$ cat src/rtl/timer_regs_core_if.sv
// Register-access bus between the APB slave front end and the timer register bank.
// The APB slave drives the strobes, and the register bank returns read data in the same cycle.
interface timer_regs_core_if #(
    parameter int ADDR_W = 12,
    parameter int DATA_W = 32
);
    logic                  wr_en;
    logic                  rd_en;
    logic [ADDR_W-1:0]     paddr;
    logic [DATA_W-1:0]     pwdata;
    logic [DATA_W/8-1:0]   pstrb;
    logic [DATA_W-1:0]     prdata;

    modport master (output wr_en, rd_en, paddr, pwdata, pstrb, input prdata);
    modport slave  (input wr_en, rd_en, paddr, pwdata, pstrb, output prdata);
endinterface

$ cat src/rtl/timer_regs_core.sv
// Timer register bank: control/counter/compare/interrupt registers, a 64-bit up-counter
// with a power-of-two prescaler, a debug halt and a level compare interrupt.
module timer_regs_core #(
    parameter int          ADDR_W  = 12,
    parameter int          DATA_W  = 32,
    parameter logic [63:0] CMP_RST = 64'hFFFF_FFFF_FFFF_FFFF
) (
    input  logic                clk,
    input  logic                rst_n,
    timer_regs_core_if.slave    bus,
    input  logic                halt_req,
    output logic                interrupt,
    output logic                halt_ack
);

    localparam logic [ADDR_W-1:0] OFF_TCR   = ADDR_W'(12'h000);
    localparam logic [ADDR_W-1:0] OFF_TDR0  = ADDR_W'(12'h004);
    localparam logic [ADDR_W-1:0] OFF_TDR1  = ADDR_W'(12'h008);
    localparam logic [ADDR_W-1:0] OFF_TCMP0 = ADDR_W'(12'h00C);
    localparam logic [ADDR_W-1:0] OFF_TCMP1 = ADDR_W'(12'h010);
    localparam logic [ADDR_W-1:0] OFF_TIER  = ADDR_W'(12'h014);
    localparam logic [ADDR_W-1:0] OFF_TISR  = ADDR_W'(12'h018);

    logic        timer_en_q, timer_en_d;
    logic        div_en_q,   div_en_d;
    logic [3:0]  div_val_q,  div_val_d;
    logic [7:0]  div_cnt_q,  div_cnt_d;
    logic [63:0] cnt_q,      cnt_d;
    logic [63:0] cmp_q,      cmp_d;
    logic        int_en_q,   int_en_d;
    logic        int_st_q,   int_st_d;
    logic        halt_ack_q;

    logic [ADDR_W-1:0] word_addr;
    logic [7:0]        div_lim;
    logic [8:0]        div_pow;
    logic              active;
    logic              tick;
    logic              match;
    logic              unused_addr_bits;

    assign word_addr        = {bus.paddr[ADDR_W-1:2], 2'b00};
    assign unused_addr_bits = ^bus.paddr[1:0];
    assign active           = timer_en_q & ~halt_ack_q;
    assign match            = (cnt_q == cmp_q);
    assign div_pow          = 9'd1 << div_val_q;
    assign div_lim          = 8'(div_pow - 9'd1);

    // Byte-lane merge of write data into an existing 32-bit register image.
    function automatic logic [DATA_W-1:0] lane_merge(input logic [DATA_W-1:0] old_val,
                                                     input logic [DATA_W-1:0] new_val,
                                                     input logic [DATA_W/8-1:0] strb);
        logic [DATA_W-1:0] res;
        for (int i = 0; i < DATA_W/8; i++) begin
            res[i*8 +: 8] = strb[i] ? new_val[i*8 +: 8] : old_val[i*8 +: 8];
        end
        return res;
    endfunction

    always_comb begin
        // NOTE: every combinational output gets a default first so no path infers a latch.
        tick      = 1'b0;
        div_cnt_d = div_cnt_q;
        if (!timer_en_q) begin
            div_cnt_d = '0;
        end else if (active) begin
            if (!div_en_q) begin
                tick = 1'b1;
            end else if (div_cnt_q == div_lim) begin
                tick      = 1'b1;
                div_cnt_d = '0;
            end else begin
                div_cnt_d = div_cnt_q + 8'd1;
            end
        end
    end

    always_comb begin
        timer_en_d = timer_en_q;
        div_en_d   = div_en_q;
        div_val_d  = div_val_q;
        cnt_d      = tick ? cnt_q + 64'd1 : cnt_q;
        cmp_d      = cmp_q;
        int_en_d   = int_en_q;
        int_st_d   = int_st_q;

        if (bus.wr_en) begin
            unique case (word_addr)
                OFF_TCR: begin
                    if (bus.pstrb[0]) timer_en_d = bus.pwdata[0];
                    // Prescaler configuration is frozen while the timer runs.
                    if (!timer_en_q) begin
                        if (bus.pstrb[0]) div_en_d = bus.pwdata[1];
                        if (bus.pstrb[1] && bus.pwdata[11:8] <= 4'd8) div_val_d = bus.pwdata[11:8];
                    end
                end
                OFF_TDR0:  cnt_d = {cnt_q[63:32], lane_merge(cnt_q[31:0], bus.pwdata, bus.pstrb)};
                OFF_TDR1:  cnt_d = {lane_merge(cnt_q[63:32], bus.pwdata, bus.pstrb), cnt_q[31:0]};
                OFF_TCMP0: cmp_d = {cmp_q[63:32], lane_merge(cmp_q[31:0], bus.pwdata, bus.pstrb)};
                OFF_TCMP1: cmp_d = {lane_merge(cmp_q[63:32], bus.pwdata, bus.pstrb), cmp_q[31:0]};
                OFF_TIER:  if (bus.pstrb[0]) int_en_d = bus.pwdata[0];
                OFF_TISR:  if (bus.pstrb[0] && bus.pwdata[0]) int_st_d = 1'b0;
                default: ;
            endcase
        end

        // A match in the same cycle as a clear keeps the interrupt pending.
        if (match) int_st_d = 1'b1;
    end

    always_comb begin
        bus.prdata = '0;
        if (bus.rd_en) begin
            unique case (word_addr)
                OFF_TCR:   bus.prdata = {20'b0, div_val_q, 6'b0, div_en_q, timer_en_q};
                OFF_TDR0:  bus.prdata = cnt_q[31:0];
                OFF_TDR1:  bus.prdata = cnt_q[63:32];
                OFF_TCMP0: bus.prdata = cmp_q[31:0];
                OFF_TCMP1: bus.prdata = cmp_q[63:32];
                OFF_TIER:  bus.prdata = {31'b0, int_en_q};
                OFF_TISR:  bus.prdata = {31'b0, int_st_q};
                default:   bus.prdata = '0;
            endcase
        end
    end

    // NOTE: sequential state uses non-blocking assignments so all registers update together.
    always_ff @(posedge clk or negedge rst_n) begin
        if (!rst_n) begin
            timer_en_q <= 1'b0;
            div_en_q   <= 1'b0;
            div_val_q  <= '0;
            div_cnt_q  <= '0;
            cnt_q      <= '0;
            cmp_q      <= CMP_RST;
            int_en_q   <= 1'b0;
            int_st_q   <= 1'b0;
            halt_ack_q <= 1'b0;
        end else begin
            timer_en_q <= timer_en_d;
            div_en_q   <= div_en_d;
            div_val_q  <= div_val_d;
            div_cnt_q  <= div_cnt_d;
            cnt_q      <= cnt_d;
            cmp_q      <= cmp_d;
            int_en_q   <= int_en_d;
            int_st_q   <= int_st_d;
            halt_ack_q <= halt_req;
        end
    end

    assign interrupt = int_st_q & int_en_q;
    assign halt_ack  = halt_ack_q;

endmodule

$ cat src/flat_wrapper.sv
// flat-port wrapper written by rule: the top's interface ports become plain ports
module timer_regs_core_flat 
#(
    parameter int          ADDR_W  = 12,
    parameter int          DATA_W  = 32,
    parameter logic [63:0] CMP_RST = 64'hFFFF_FFFF_FFFF_FFFF
)
  (clk, rst_n, halt_req, interrupt, halt_ack, bus_wr_en, bus_rd_en, bus_paddr, bus_pwdata, bus_pstrb, bus_prdata);
  timer_regs_core_if #(.ADDR_W(ADDR_W), .DATA_W(DATA_W)) bus_i ();
  input  logic clk;
  input  logic rst_n;
  input  logic halt_req;
  output logic interrupt;
  output logic halt_ack;
  input wire logic [$bits(bus_i.wr_en)-1:0] bus_wr_en;
  input wire logic [$bits(bus_i.rd_en)-1:0] bus_rd_en;
  input wire logic [$bits(bus_i.paddr)-1:0] bus_paddr;
  input wire logic [$bits(bus_i.pwdata)-1:0] bus_pwdata;
  input wire logic [$bits(bus_i.pstrb)-1:0] bus_pstrb;
  output wire logic [$bits(bus_i.prdata)-1:0] bus_prdata;
  assign bus_i.wr_en = bus_wr_en;
  assign bus_i.rd_en = bus_rd_en;
  assign bus_i.paddr = bus_paddr;
  assign bus_i.pwdata = bus_pwdata;
  assign bus_i.pstrb = bus_pstrb;
  assign bus_prdata = bus_i.prdata;
  timer_regs_core #(.ADDR_W(ADDR_W), .DATA_W(DATA_W), .CMP_RST(CMP_RST)) u_core (.clk(clk), .rst_n(rst_n), .bus(bus_i), .halt_req(halt_req), .interrupt(interrupt), .halt_ack(halt_ack));
endmodule
$ cat config.mk
export PLATFORM = sky130hd
export DESIGN_NAME = timer_regs_core_flat
export DESIGN_NICKNAME = d
export VERILOG_FILES = /design/src/rtl/timer_regs_core_if.sv /design/src/rtl/timer_regs_core.sv /design/src/flat_wrapper.sv
export SDC_FILE = /design/constraint.sdc
export NUM_CORES = 1
export LEC_CHECK = 0
export ABC_CLOCK_PERIOD_IN_PS = 4000
export BUFFER_PORTS_ARGS = -buffer_cell sky130_fd_sc_hd__buf_4
export CAP_MARGIN = 20
export CORE_ASPECT_RATIO = 0.8
export CORE_MARGIN = 4
export CORE_UTILIZATION = 49
export CTS_BUF_LIST = sky130_fd_sc_hd__clkbuf_16
export DETAILED_ROUTE_END_ITERATION = 8
export GPL_TIMING_DRIVEN = 1
export HOLD_SLACK_MARGIN = 0.06
export PLACE_DENSITY = 0.68
export SYNTH_ARGS = -nofsm -noshare
export SYNTH_HDL_FRONTEND = slang
export SYNTH_SLANG_ARGS = --single-unit
$ cat constraint.sdc
create_clock -name clk -period 4 [get_ports clk]
set_clock_uncertainty 0.1 [all_clocks]
set_input_delay 0.2 -clock clk [delete_from_list [all_inputs] [get_ports clk]]
set_output_delay 0.2 -clock clk [all_outputs]
set_load 0.03 [all_outputs]
# Word level (Yosys, flattened, before mapping)
# Index checks and enable logic that the tools add are counted.
# totals
regBits,145
out_inout_bits,34
elab_cells,104
# op_classes
add_sub_neg,3
magnitude_cmp,1
n_eq_ne,20
shift,1
mux,22
bitwise_logic,6
n_reduce_logical,28
# ops
op,count
$pmux 64 s2,2
$pmux 32 s7,1
$mux 64,2
$add 64x1->64 const B,1
$eq 64x64->1,1
$mux 8,8
$reduce_and 4->1,10
$mux 32,1
$eq 10x3->1 const B,3
$ne 3x3->1 const B,8
$eq 10x2->1 const B,2
$reduce_and 2->1,9
$logic_not 12->1,1
$eq 10x1->1 const B,1
$reduce_and 3->1,3
$add 8x1->8 const B,1
$eq 8x8->1,1
$mux 1,8
$ne 2x2->1 const B,4
$shl 1x4->8 const A,1
$sub 8x1->8 const B,1
$reduce_bool 2->1,3
$le 4x4->1 const B,1
$not 1->1,4
other kinds (2),4

# Depth between registers and ports, before layout
# logic_depth
depth_word,10
mapped_depth,14
ltp_nobuf,10

# Least setup slack after synthesis
# No wires, ideal clock.
# synth_timing
kind,reg-to-reg
start,reg u_core.div_val_q[3]
end,reg u_core.cnt_q[1]
t_arrival_ps,2930
t_required_ps,3774
slack_ps,844
stages_incl_launch_ff,14
path_cell_list,dfrtp_1 > clkbuf_1 > nor2_1 > nand3b_1 > ha_1 > clkbuf_1 > and2_1 > o2111a_1 > a211oi_1 > o41a_1 > buf_2 > nor2_4 > and3_1 > a221o_1
# synth_via
elab_chain_len,10
# synth_lines
element,line_no,text
start: declaration,timer_regs_core.sv:26,"logic [3:0] div_val_q, div_val_d;"
start signal: assignment,timer_regs_core.sv:142,div_val_q <= div_val_d;
$shl 1x4->8 (*),timer_regs_core.sv:46,assign div_pow = 9'd1 << div_val_q;
$sub 8x1->8 (*),timer_regs_core.sv:47,assign div_lim = 8'(div_pow - 9'd1);
$eq 8x8->1 (*),timer_regs_core.sv:69,end else if (div_cnt_q == div_lim) begin
$mux 1 (*),timer_regs_core.sv:69,
$mux 1 (*),timer_regs_core.sv:67,if (!div_en_q) begin
$mux 1 (*),timer_regs_core.sv:66,end else if (active) begin
$mux 1 (*),timer_regs_core.sv:64,if (!timer_en_q) begin
$mux 64 (*),timer_regs_core.sv:82,cnt_d = tick ? cnt_q + 64'd1 : cnt_q;
$pmux 64 s2,timer_regs_core.sv:88,unique case (word_addr)
$mux 64 (*),timer_regs_core.sv:87,if (bus.wr_en) begin
end signal: assignment,timer_regs_core.sv:144,cnt_q <= cnt_d;
end: declaration,timer_regs_core.sv:28,"logic [63:0] cnt_q, cnt_d;"
# Every way passes the cells marked *; elsewhere a longest branch is shown, timed or not.
# A chain may end at the register's enable or synchronous reset.

# Worst setup path after layout
# layout_timing
start,reg u_core.div_val_q[0]
end,reg u_core.cnt_q[12]
# Same word-level chain as after synthesis.

==> results.md <==
- # diodes: 0
- EDFF count, synth: 0
- CP max FO: 10
- H-tree levels: 4
- Num rows: 46
- LEAKAGE: 0.00428 µW
- Net Count, Synth: between 1000 and 1500
- Die X: ~170 µm
- GRT overflow: 0
- Routed Antenna Nets: 0
- Achievable frequency: around 0.28 GHz
- Residual DRC: 0
- RSZ-0062 raised after global routing: no
- Initial antenna violation count: 0
- Avg WL per Cell: 25.1 µm
- Commonest non-fill, non-tap cell in the layout: buf_4
- Main flop type after synthesis: dfrtp_1
- Post-CTS sizing: 0
- Synth Area per Inst: approximately 9 µm²
- Clk slew on worst S/H paths: 0.07 ns
- Dpl cells: roughly 1400
- Register area share after synthesis: a little under two fifths
- Outcome: finished, final reports clean
- Largest net degree at the start of global routing: roughly 110
- Setup TNS: 0 ns
- Worst Hold Class: in2reg
- First-pass GRT wire length: roughly 55000 µm
- Hold Vio Cnt, Final: 0
- Syn-to-layout area delta: 18.6%
- Cells after Synth: ~1100
- Via Count: 9819
- Yosys warnings: 0
- PortBufs: 84
- CP startpoint kind: register
- WP data arrival: between 3 and 4 ns
- Root buffer cell: clkbuf_16
- Final setup vio count: 0
- Fin. max-slew vios: 0
- Dpl hpwl: 25000 µm
- Synth cell types: 77
- Core Region: ~20000 µm²
- Initial Utilization: between 40% and 50%
- Fillers: ~1800
- Starting DRT DRC Count: 1409
- Total GRT Usage: 31.6%
- Asr flop ratio synth: between 90% and 100%
- Final wirelength: between 30000 and 40000 µm
- Die area: 22500 µm²
- Worst slew margin: around a third
- Clk sinks: roughly 150
- Vias in the first global route: a little over 9000
- Top cell type's share of synthesized area: 20.5%
- CP Data Required Time: about 4.2 ns
- Max Cap Viol: 0
- Peak VDD IR: 0.307 mV
- Layout Cells excl Fill: 1425
- Crit end category: register
- Synth Cell Area: between 9000 and 10000 µm²
- RD Place Congestion: just over 1
- PwrDens: 304 nW/µm²
- Post-synthesis sequential element count: 145
- CTS max path bufs: 2
- Reg2reg path depth: 10
- I/O pin cnt: slightly below 90
- Hold depth: 4
- Slew at the pin closest to its max-slew limit: just under 1 ns
- Leading cell types in the layout, fill and taps excluded: 112 x buf_4, 81 x dfrtp_1, 75 x a22oi_1, 73 x mux2_2, 73 x xnor2_1
- Worst-Skew Late Latency: about 0.44 ns
- Main area contributors after synthesis: dfrtp_1 21%, dfstp_2 17%, mux2_2 8.3%
- Die H: between 100 and 150 µm
- Final net count: 1204
- Yosys top cell by area: dfrtp_1
- Vias/cell: 6.89
- Critical path type: reg2reg
- First-pass DRT Iterations: 6
- Tmin final: about 3.6 ns
- Fraction of layout cells with a size suffix above 1: approximately a quarter
- CTS tree: built
- CTS buffer count: 17
- Ratio of final minimum period to clock period: roughly 91%
## state kept, by name, indices dropped and copies added, names as in the netlist
| signal | flops |
|---|---|
| u_core.div_cnt_q | 8 |
| u_core.int_st_q | 1 |
| u_core.halt_ack | 1 |
| u_core.div_en_q | 1 |
| u_core.div_val_q | 4 |
| u_core.timer_en_q | 1 |
| u_core.cmp_q | 64 |
| u_core.cnt_q | 64 |
| u_core.int_en_q | 1 |
## final timing paths
| kind | from | slack (ns) | endpoint |
|---|---|---|---|
| hold / removal | bus_pstrb[0] | 0.08 | u_core.int_st_q |
| hold reg to reg | u_core.int_st_q | 0.43 | u_core.int_st_q |
| setup reg to reg | u_core.div_val_q[0] | 0.37 | u_core.cnt_q[12] |
| min in group asynchronous | rst_n | 0.19 | u_core.div_cnt_q[2] |
| setup / recovery | u_core.div_val_q[0] | 0.37 | u_core.cnt_q[12] |
| max in group asynchronous | rst_n | 2.57 | u_core.cmp_q[7] |
## synthesized netlist by cell type (8+ instances only)
cell / n
o21ai_1: 9
or4_1: 8
clkbuf_1: 74
nor4_1: 9
dfrtp_1: 81
inv_1: 14
xnor2_1: 73
nand2_1: 70
a32oi_1: 11
nor2_1: 54
nand3_1: 49
a311oi_1: 12
nand4_1: 37
o211ai_1: 13
a21oi_1: 49
a31oi_1: 12
a22oi_1: 75
o311ai_1: 9
xor2_1: 12
nor3_1: 28
o22ai_1: 14
and2_1: 9
buf_2: 18
and3_1: 30
mux2_2: 73
and4_1: 11
o21ai_0: 42
dfstp_2: 64
## where the power goes
group	switching, µW	internal [µW]	leakage [µW]	total [µW]
clock	693	987	0.000290	1680
sequential	54.1	1500	0.00160	1560
combinational	183	135	0.00240	318
## timing repair
action | in CTS | in global routing
setup buffers | 0 | 0
hold buffers | 34 | 0
setup endpoints to repair | 0 | 0
hold endpoints to repair | 185 | 0
## cell families (layout without fill, tap and decap cells)
group	count (synthesis)	after routing	share of synthesized area [%]
multiplexers	78	78	8.85
buffers and inverters	109	195	4.39
flip-flops	145	145	37.6
AO/OA/AOI/OAI	301	301	21.4
AND/OR/NAND/NOR	354	354	19.8
adder cells (fa/ha/maj)	3	3	0.380
XOR/XNOR	85	85	7.54
## cell type report
| class | count | area [µm²] | area share (%) |
|---|---|---|---|
| Tap cell | 264 | 330 | 2.82 |
| Clock inverter | 15 | 181 | 1.55 |
| Multi-Input combinational cell | 821 | 5760 | 49.3 |
| Clock buffer | 17 | 425 | 3.64 |
| Timing Repair Buffer | 149 | 1240 | 10.6 |
| Sequential cell | 145 | 3710 | 31.7 |
| Inverter | 14 | 52.6 | 0.449 |
## critical path: stages (launching register included)
cell and delay [ns]:
dfrtp_1 0.49, nor2_1 0.19, nand2_1 0.07, ha_1 0.31, nor4_1 0.28, o211a_1 0.22
a211oi_1 0.09, o41a_1 0.66, nor3_2 0.66, a31oi_1 0.18, a221o_1 0.28
## through the flow
stage	hold slack, ns	setup WS (ns)	util (%)	power, µW	instance area [µm²]
3_3_place_gp	0.210	0.548	54.2	1850	10700
3_5_place_dp	0.212	0.493	54.2	1860	10700
2_1_floorplan	-0.196	0.844	-	1700	9870
4_1_cts	0.0847	0.469	59.0	3550	11700
5_1_grt	0.103	0.237	59.1	3660	11700
6_report	0.0848	0.367	59.1	3550	11700
## layer usage
layer	track usage, %	wire [µm]	vias up
met5	0	0	-
li1	-	-	4274
met3	9.25	4580	85
met4	9.63	1030	0
met2	44.8	14900	658
met1	46.6	15300	4802
(Power assumes the default switching activity.)
